$ cat src/rtl/auth_pkg.sv
// Shared constants for the multi-user authentication path: ROM geometry,
// arbiter state encodings and the CheckID user-slot map.
package auth_pkg;

  localparam int ADDR_W_DEF  = 5;
  localparam int DATA_W_DEF  = 16;
  localparam int NUM_ENTRIES = 5;

  typedef enum logic [1:0] {
    IDLE    = 2'd0,
    WAIT    = 2'd1,
    CAPTURE = 2'd2,
    DONE    = 2'd3
  } arb_state_t;

  // CheckID user slots: ROM address of each user's credential word
  localparam logic [4:0] SLOT_MEMBER0 = 5'd0;
  localparam logic [4:0] SLOT_MEMBER1 = 5'd1;
  localparam logic [4:0] SLOT_MEMBER2 = 5'd2;
  localparam logic [4:0] SLOT_MEMBER3 = 5'd3;
  localparam logic [4:0] SLOT_GUEST   = 5'd4;

endpackage

$ cat src/rtl/rr_pick2.sv
// Combinational two-way round-robin chooser; on a tie the requester that was
// not granted last time wins.
module rr_pick2 (
  input  logic Req0,
  input  logic Req1,
  input  logic LastGrant,
  output logic GrantValid,
  output logic GrantIdx
);

  assign GrantValid = Req0 | Req1;
  assign GrantIdx   = (Req0 & Req1) ? ~LastGrant : Req1;

endmodule

$ cat src/rtl/auth_rom_arbiter.sv
// Time-shares one single-port synchronous credential ROM between the ID
// checker (port 0) and the password checker (port 1).
//
// state   | meaning
// IDLE    | waiting for a request; arbitrate and latch the address
// WAIT    | counting down the ROM read latency
// CAPTURE | register RomQ and pulse the granted Valid
// DONE    | Valid visible; release the grant
module auth_rom_arbiter
  import auth_pkg::*;
#(
  parameter int ADDR_W      = ADDR_W_DEF,
  parameter int DATA_W      = DATA_W_DEF,
  parameter int ROM_LATENCY = 2
) (
  input  logic              Clk,
  input  logic              Reset,
  input  logic              Req0,
  input  logic [ADDR_W-1:0] Addr0,
  input  logic              Req1,
  input  logic [ADDR_W-1:0] Addr1,
  output logic              Grant0,
  output logic              Grant1,
  output logic              Valid0,
  output logic              Valid1,
  output logic [DATA_W-1:0] RdData,
  output logic              RangeErr,
  output logic              Busy,
  output logic [ADDR_W-1:0] RomAddr,
  input  logic [DATA_W-1:0] RomQ
);

  localparam logic [1:0]      WAIT_INIT = 2'(ROM_LATENCY - 1);
  localparam logic [ADDR_W:0] ADDR_LIM  = (ADDR_W + 1)'(NUM_ENTRIES);

  arb_state_t        state, state_nx;
  logic [1:0]        wait_cnt, wait_nx;
  logic              last_grant, last_nx;
  logic [ADDR_W-1:0] addr_nx;
  logic [DATA_W-1:0] data_nx;
  logic              err_nx, g0_nx, g1_nx, v0_nx, v1_nx;

  logic              pick_valid, pick_idx;
  logic [ADDR_W-1:0] sel_addr;
  logic              sel_oor;

  rr_pick2 u_pick (
    .Req0       (Req0),
    .Req1       (Req1),
    .LastGrant  (last_grant),
    .GrantValid (pick_valid),
    .GrantIdx   (pick_idx)
  );

  assign sel_addr = pick_idx ? Addr1 : Addr0;
  assign sel_oor  = ({1'b0, sel_addr} >= ADDR_LIM);
  assign Busy     = (state != IDLE);

  always_ff @(posedge Clk) begin
    if (!Reset) begin
      state      <= IDLE;
      wait_cnt   <= 2'd0;
      last_grant <= 1'b1;
      RomAddr    <= '0;
      RdData     <= '0;
      RangeErr   <= 1'b0;
      Grant0     <= 1'b0;
      Grant1     <= 1'b0;
      Valid0     <= 1'b0;
      Valid1     <= 1'b0;
    end else begin
      state      <= state_nx;
      wait_cnt   <= wait_nx;
      last_grant <= last_nx;
      RomAddr    <= addr_nx;
      RdData     <= data_nx;
      RangeErr   <= err_nx;
      Grant0     <= g0_nx;
      Grant1     <= g1_nx;
      Valid0     <= v0_nx;
      Valid1     <= v1_nx;
    end
  end

  always_comb begin
    state_nx = state;
    wait_nx  = wait_cnt;
    last_nx  = last_grant;
    addr_nx  = RomAddr;
    data_nx  = RdData;
    err_nx   = RangeErr;
    g0_nx    = Grant0;
    g1_nx    = Grant1;
    v0_nx    = 1'b0;
    v1_nx    = 1'b0;
    case (state)
      IDLE: begin
        if (pick_valid) begin
          g0_nx   = ~pick_idx;
          g1_nx   = pick_idx;
          last_nx = pick_idx;
          addr_nx = sel_addr;
          // out-of-range addresses answer immediately without touching the ROM
          if (sel_oor) begin
            err_nx   = 1'b1;
            data_nx  = '0;
            v0_nx    = ~pick_idx;
            v1_nx    = pick_idx;
            state_nx = DONE;
          end else begin
            wait_nx  = WAIT_INIT;
            state_nx = WAIT;
          end
        end
      end
      WAIT: begin
        if (wait_cnt == 2'd0) state_nx = CAPTURE;
        else                  wait_nx  = wait_cnt - 2'd1;
      end
      CAPTURE: begin
        data_nx  = RomQ;
        err_nx   = 1'b0;
        v0_nx    = Grant0;
        v1_nx    = Grant1;
        state_nx = DONE;
      end
      DONE: begin
        g0_nx    = 1'b0;
        g1_nx    = 1'b0;
        state_nx = IDLE;
      end
      default: state_nx = IDLE;
    endcase
  end

endmodule
$ cat config.mk
export PLATFORM = sky130hd
export DESIGN_NAME = auth_rom_arbiter
export DESIGN_NICKNAME = d
export VERILOG_FILES = /design/src/rtl/auth_pkg.sv /design/src/rtl/rr_pick2.sv /design/src/rtl/auth_rom_arbiter.sv
export SDC_FILE = /design/constraint.sdc
export NUM_CORES = 1
export LEC_CHECK = 0
export CORE_UTILIZATION = 38
export CTS_CLUSTER_DIAMETER = 60
export DETAILED_ROUTE_END_ITERATION = 16
export HOLD_SLACK_MARGIN = 0.02
export PLACE_DENSITY = 0.73
export SLEW_MARGIN = 10
export SYNTH_ARGS = -nofsm -noshare
export SYNTH_HDL_FRONTEND = slang
export SYNTH_SLANG_ARGS = --single-unit
$ cat constraint.sdc
create_clock -name Clk -period 2.3 [get_ports Clk]
set_clock_uncertainty 0.15 [all_clocks]
set_input_delay 0.46 -clock Clk [delete_from_list [all_inputs] [get_ports Clk]]
set_output_delay 0.46 -clock Clk [all_outputs]
set_load 0.01 [all_outputs]
==> qor.yml <==
p_int_mw: 1.54
cts_max_level: 2
clk_pin_slew_ns: 0.07
synthSimpleGateAreaFrac_pct: 11.9
viasPerCell: 5.26
clock.fmax_mhz: 454
ant_nets: 0
cts_tree: "yes"
boundaryPins: 57
power.density_nw_per_um2: 1040
core-area_um2: 3440
slew_headroom_pct: 64.7
overflow: 0
combinationalPowerShare_pct: 46.7
rows: 21
die_h_um: 63.1
worstPathRequired_ns: 1.69
antenna_found_initial: 0
synthXorXnorAreaFrac_pct: 0
synth_compound_area_share_pct: 30.9
post-route-period-util_pct: 95.8
synthDominantCellAreaShare_pct: 43.8
ys_async_sr_fraction_pct: 0
wl_um: 3670
outcome: "finished, final reports clean"
muxShareOfSynthArea_pct: 3.53
final_nets: 242
worstMarginPinSlew_ns: 0.528
final_max_slew_viol_count: 0
drt-initial-drc-count: 41
portBuffers: 56
synth_top_area_cell: "dfxtp_1"
clock-sinks: 31
regToRegSetupSlack_ns: 0.23
fin_crit_ns: 2.20
die_w_um: 63.1
p_leak_nw: 0.881
drive_gt1_share_pct: 18.8
place_hpwl_um: 2740
min_path_type: "reg -> reg"
worstSetupStartpointType: "register"
cp.arrival_ns: 1.59
synth_seq_cells: 31
timing.setup.tns_ns: 0
wire_per_inst_um: 14.4
yosysUniqueCellTypes: 40
area_delta_synth_final_pct: 58.1
grt_first_pass_wirelength_um: 6050
synthFlopType: "dfxtp_1"
seq_power_share_pct: 33.1
cts_made_buffers: 5
worstSetupEndpointType: "output port"
insertion_delay_ns: 0.28
rsz0062_at_grt: "false"
hold_violations: 0
vias: 1336
ys_warn_count: 0
setup_viol: 0
grt_pass1_vias: 1322
grt_max_degree: 17
sw_frac_of_total_pct: 33.8
synth_area_per_cell_um2: 10.7
p_sw_mw: 0.788
diodes: 0
grtUsageTotal_pct: 19.5
path_class: "reg -> out"
synth_cells: 133
synthAdderAreaFrac_pct: 4.41
netlist_area_um2: 1420
clkPwrFrac_pct: 20.2
route.detailed.drc: 0
irDropWorstVdd_uv: 530
globalplace.congestion: 0.782
first_pass_iters: 4
yosysSeqAreaShare_pct: 43.8
synth_enable_flop_cells: 0
max_cap_viol_count: 0
start_util_pct: 41.2
utilization_pct: 65.1
syn_nets: 168
die-area_um2: 3980
synth_area_leaders: "dfxtp_1, a22o_1, ha_1"
cts_root_buf: "clkbuf_8"
clockBufferDepth: 2
critPathMaxFanout: 5
synth_top_family_by_area: "compound AO/OA/AOI/OAI gates"
-- power by group through the flow --
stage / logic, mW / registers [mW] / clock network, mW
finish: 1.09 / 0.772 / 0.470
global route: 1.18 / 0.792 / 0.508
CTS: 1.09 / 0.770 / 0.483
detailed placement: 1.04 / 0.780 / 0
global placement: 1.01 / 0.775 / 0
floorplan: 0.541 / 0.823 / 0
-- sequential cells by signal, indices dropped and copies added (netlist names) --
register,count
RdData,16
RomAddr,5
state,2
wait_cnt,2
Grant0,1
Grant1,1
RangeErr,1
Valid0,1
Valid1,1
last_grant,1
-- cells in the final DEF, fill, tap and decap left out, types with 2 or more instances in the layout --
cell type and n:
a2111oi_4 2, o21a_1 2, clkbuf_8 7, inv_1 5, dfxtp_1 30, nor2_1 13
a22o_1 16, o311a_1 2, ha_1 5, o31ai_1 2, nand2_1 5, buf_4 18
nor2b_1 2, mux2i_1 5, o211ai_1 2, a21oi_1 5, clkdlybuf4s50_1 56, nor3_1 2
a211oi_1 5
-- worst paths after layout --
kind,from,endpoint,depth (start not counted)
setup / recovery,state[1],Busy,4
hold / removal,RdData[11],RdData[11],1
setup reg to reg,state[0],RdData[1],8
hold reg to reg,RdData[11],RdData[11],1
-- per-stage QoR --
stage / cells / hold WS [ns] / worst slack, ns / instance area [um^2] / power [mW]
finish: 254 / 0.332 / 0.0974 / 2240 / 2.33
global route: 254 / 0.346 / 0.0225 / 2240 / 2.48
CTS: 254 / 0.335 / 0.0561 / 2240 / 2.34
detailed placement: 244 / 0.315 / -0.346 / 2110 / 1.82
global placement: 244 / 0.316 / -0.250 / 2110 / 1.79
floorplan: 133 / 0.356 / 0.331 / 1420 / 1.36
-- layer usage --
layer	vias up	track usage, %	routed length, um
li1	646	-	-
met1	644	22.8	1640
met2	46	33.2	1830
met3	0	5.80	199
met4	0	6.98	0
met5	-	0	0
-- final cells by class --
type	count	area, um^2
Clock buffer	7	96.3
Clock inverter	1	7.51
Fill cell	278	1200
Inverter	6	22.5
Multi-Input combinational cell	88	719
Sequential cell	31	622
Tap cell	46	57.6
Timing Repair Buffer	75	716
-- cells in the mapped netlist, drive strengths merged, types with 3 or more instances --
library cell	instances
a211oi	5
a21oi	5
a22o	16
buf	5
clkbuf	3
dfxtp	31
ha	5
inv	6
mux2i	5
nand2	5
nor2	13
nor3	3
o21a	3
o311a	3
-- worst max-delay path, cell delays in order (launching register included) --
cell,delay [ns]
dfxtp_1,0.38
inv_1,0.08
ha_1,0.25
inv_2,0.09
clkdlybuf4s50_1,0.53
-- what timing repair did --
item	4_1_cts	5_1_grt
setup buffers	2	0
gates resized for setup	0	1
pin swaps	1	1
endpoints found under the setup margin	17	6
hold buffers	0	0
-- logic make-up after synthesis --
family / after synthesis
adder cells (fa/ha/maj): 5
AND/OR/NAND/NOR: 30
multiplexers: 5
flip-flops: 31
buffers and inverters: 14
AO/OA/AOI/OAI: 48
No activity file was read; power rests on OpenSTA's default activity.
==> RTL change (same settings) <==
Encoding of `arb_state_t`: now one-hot (4 bits for 4 states).
--- a/src/rtl/auth_pkg.sv
+++ b/src/rtl/auth_pkg.sv
@@ -6,11 +6,11 @@
   localparam int DATA_W_DEF  = 16;
   localparam int NUM_ENTRIES = 5;
 
-  typedef enum logic [1:0] {
-    IDLE    = 2'd0,
-    WAIT    = 2'd1,
-    CAPTURE = 2'd2,
-    DONE    = 2'd3
+  typedef enum logic [3:0] {
+    IDLE    = 4'b0001,
+    WAIT    = 4'b0010,
+    CAPTURE = 4'b0100,
+    DONE    = 4'b1000
   } arb_state_t;
 
   // CheckID user slots: ROM address of each user's credential word
Behaviour: same outputs for any inputs over 10 cycles, from zero or initial values and one cycle with Reset low; not proved beyond that.
==> RTL change against the unedited design <==
Wire length is 3.9% lower; sequential cell count is 2 higher; final cell count is 2.0% lower; final area is 7.3% lower; synthesized area is 2.6% lower; worst setup slack better by 0.079 ns.
Power is not compared: it rests on default switching activity, and its combinational part moved more than twofold at a synthesized area within 25%.
==> RTL change: results (changes against the unedited design) <==
* Status: finished, final reports clean
* Number of global-route vias before repair at 1267 (-4.2%)
* Initial antenna violation count at 0 (unchanged)
* Drt pass-1 iters at 4 (unchanged)
* Cells taking the most area after synthesis: dfxtp_1 48%, a22o_1 10%, o211a_1 3.6%, nor4b_4 3.4%, nand2_1 3.3%
* Cell Area, Placed at 0.002013 mm^2 (-4.5%)
* VDD IR max at 0.0004555 V
* Layout cells sized above 1 at 13.79% (-5.0 points)
* P_leak at 0.8419 nW
* Highest metal used: met4
* Pin count of the biggest net entering global routing at 18 (+1)
* Worst-Skew Late Latency at 0.33 ns (+0.05 ns)
* Synth unique cells at 38 (-5.0%)
* Critical path's slowest cell: clkdlybuf4s50_1
* Sequential share of the synthesized area at 47.87% (+4.1 points)
* First-pass GRT wire length at 5823 um (-3.8%)
* Via count at 1291 (-3.4%)
* M1 GR Usage at 20.45% (-2.4 points)
* Met3 wire length at 203 um (+2.0%)
* WP data arrival at 2.25 ns (+0.66 ns)
* CP Max Fanout at 16 (+11)
* Final WL at 3526 um (-3.9%)
* M1 wire length at 1473 um (-10%)
* Clock Pin Slew Worst Setup and Hold Paths at 0.11 ns (+0.04 ns)
* WL met2 at 1837 um (+0.49%)
* Post-detail-place hpwl at 2729 um (-0.54%)
* Met3 GRT Util at 7.169% (+1.4 points)
* Root Driver: clkbuf_4
* Hold Path Class: flip-flop to flip-flop
* Total track usage at 19.12% (-0.34 points)
* Critical path's top delay family: compound AO/OA/AOI/OAI gates
* Final #Nets at 233 (-3.7%)
* Net count after synthesis at 169 (+0.60%)
* Max incr delay on CP at 0.53 ns (about the same)
* Sequential power share at 50.1%
* Max-Slew Margin vs Limit at 59.30% (-5.4 points)
* Final hold vios at 0 (unchanged)
* Top flop regs: RdData: 16 flops, RomAddr: 5 flops, state: 4 flops
* RD Place Congestion at 0.7487 (-4.3%)
* TritonCTS buffer count at 5 (unchanged)
* N_diodes at 0 (unchanged)
* Clock share of power at 25.2%
* Met2 GRT Util at 36.13% (+2.9 points)
* H-tree Lvls at 2 (unchanged)
* Clock Path Buffers at 2 (unchanged)
* Synth cell count leaders: 33 x dfxtp_1, 16 x a22o_1, 12 x nand2_1
* Initial drt markers at 23 (-44%)
RTL change: changes by cell type in the layout (fill, tap and decap cells not counted), sizes merged, moves of 3 or more:
cell / unedited run / this run
mux2i: 5 / 0
nor4b: 0 / 4
nand3: 1 / 6
o311a: 3 / 0
a211oi: 5 / 0
buf: 19 / 10
nand2: 5 / 12
o211a: 0 / 5
o21ai: 2 / 5
ha: 5 / 1
RTL change: layout make-up:
cell class              count  area [um^2]
inverters                   4        15.01
fillers                   312         1339
multi-input cells          92        651.9
flip-flops and latches     33        663.1
repair buffers             66        634.4
well taps                  46        57.56
clock buffers               5        37.54
clock inverters             3        17.52
RTL change: timing repair:
item / CTS / global route
setup endpoints to repair: 1 / 0
setup buffers: 1 / 0
resized for setup: 3 / 0
RTL change: per-stage QoR:
stage	util [%]	cells	total power (W)	worst slack (ns)
floorplan	-	138	0.0007963	0.3863
global placement	58.94	240	0.0009461	-0.08117
detailed placement	58.94	240	0.0009548	-0.1910
CTS	60.81	249	0.001273	0.1627
global route	60.81	249	0.001336	0.06513
finish	60.81	249	0.001264	0.1767
RTL change: worst reg2reg max path: cells and delay by family, from the launching register on:
kind	cells	cell delay (ns)
simple gates	3	0.75
flops	1	0.38
buf+inv	1	0.13
compound gates	2	0.60
RTL change: kinds of logic after synthesis:
logic type / share of synthesized area (%)
simple gates: 19.22
compound gates: 25.66
flops: 47.87
buf+inv: 4.895
xor+xnor: 0.6347
mux: 0.8159
fa+ha+maj: 0.9065
RTL change: path summary, 6_finish.rpt:
check	slack, ns	depth (start not counted)	from	end
worst max-delay path	0.18	6	Req1	RdData[9]
worst min-delay path	0.34	2	wait_cnt[0]	wait_cnt[0]
worst min register to register	0.34	2	wait_cnt[0]	wait_cnt[0]
worst max register to register	0.24	6	state[1]	RdData[9]
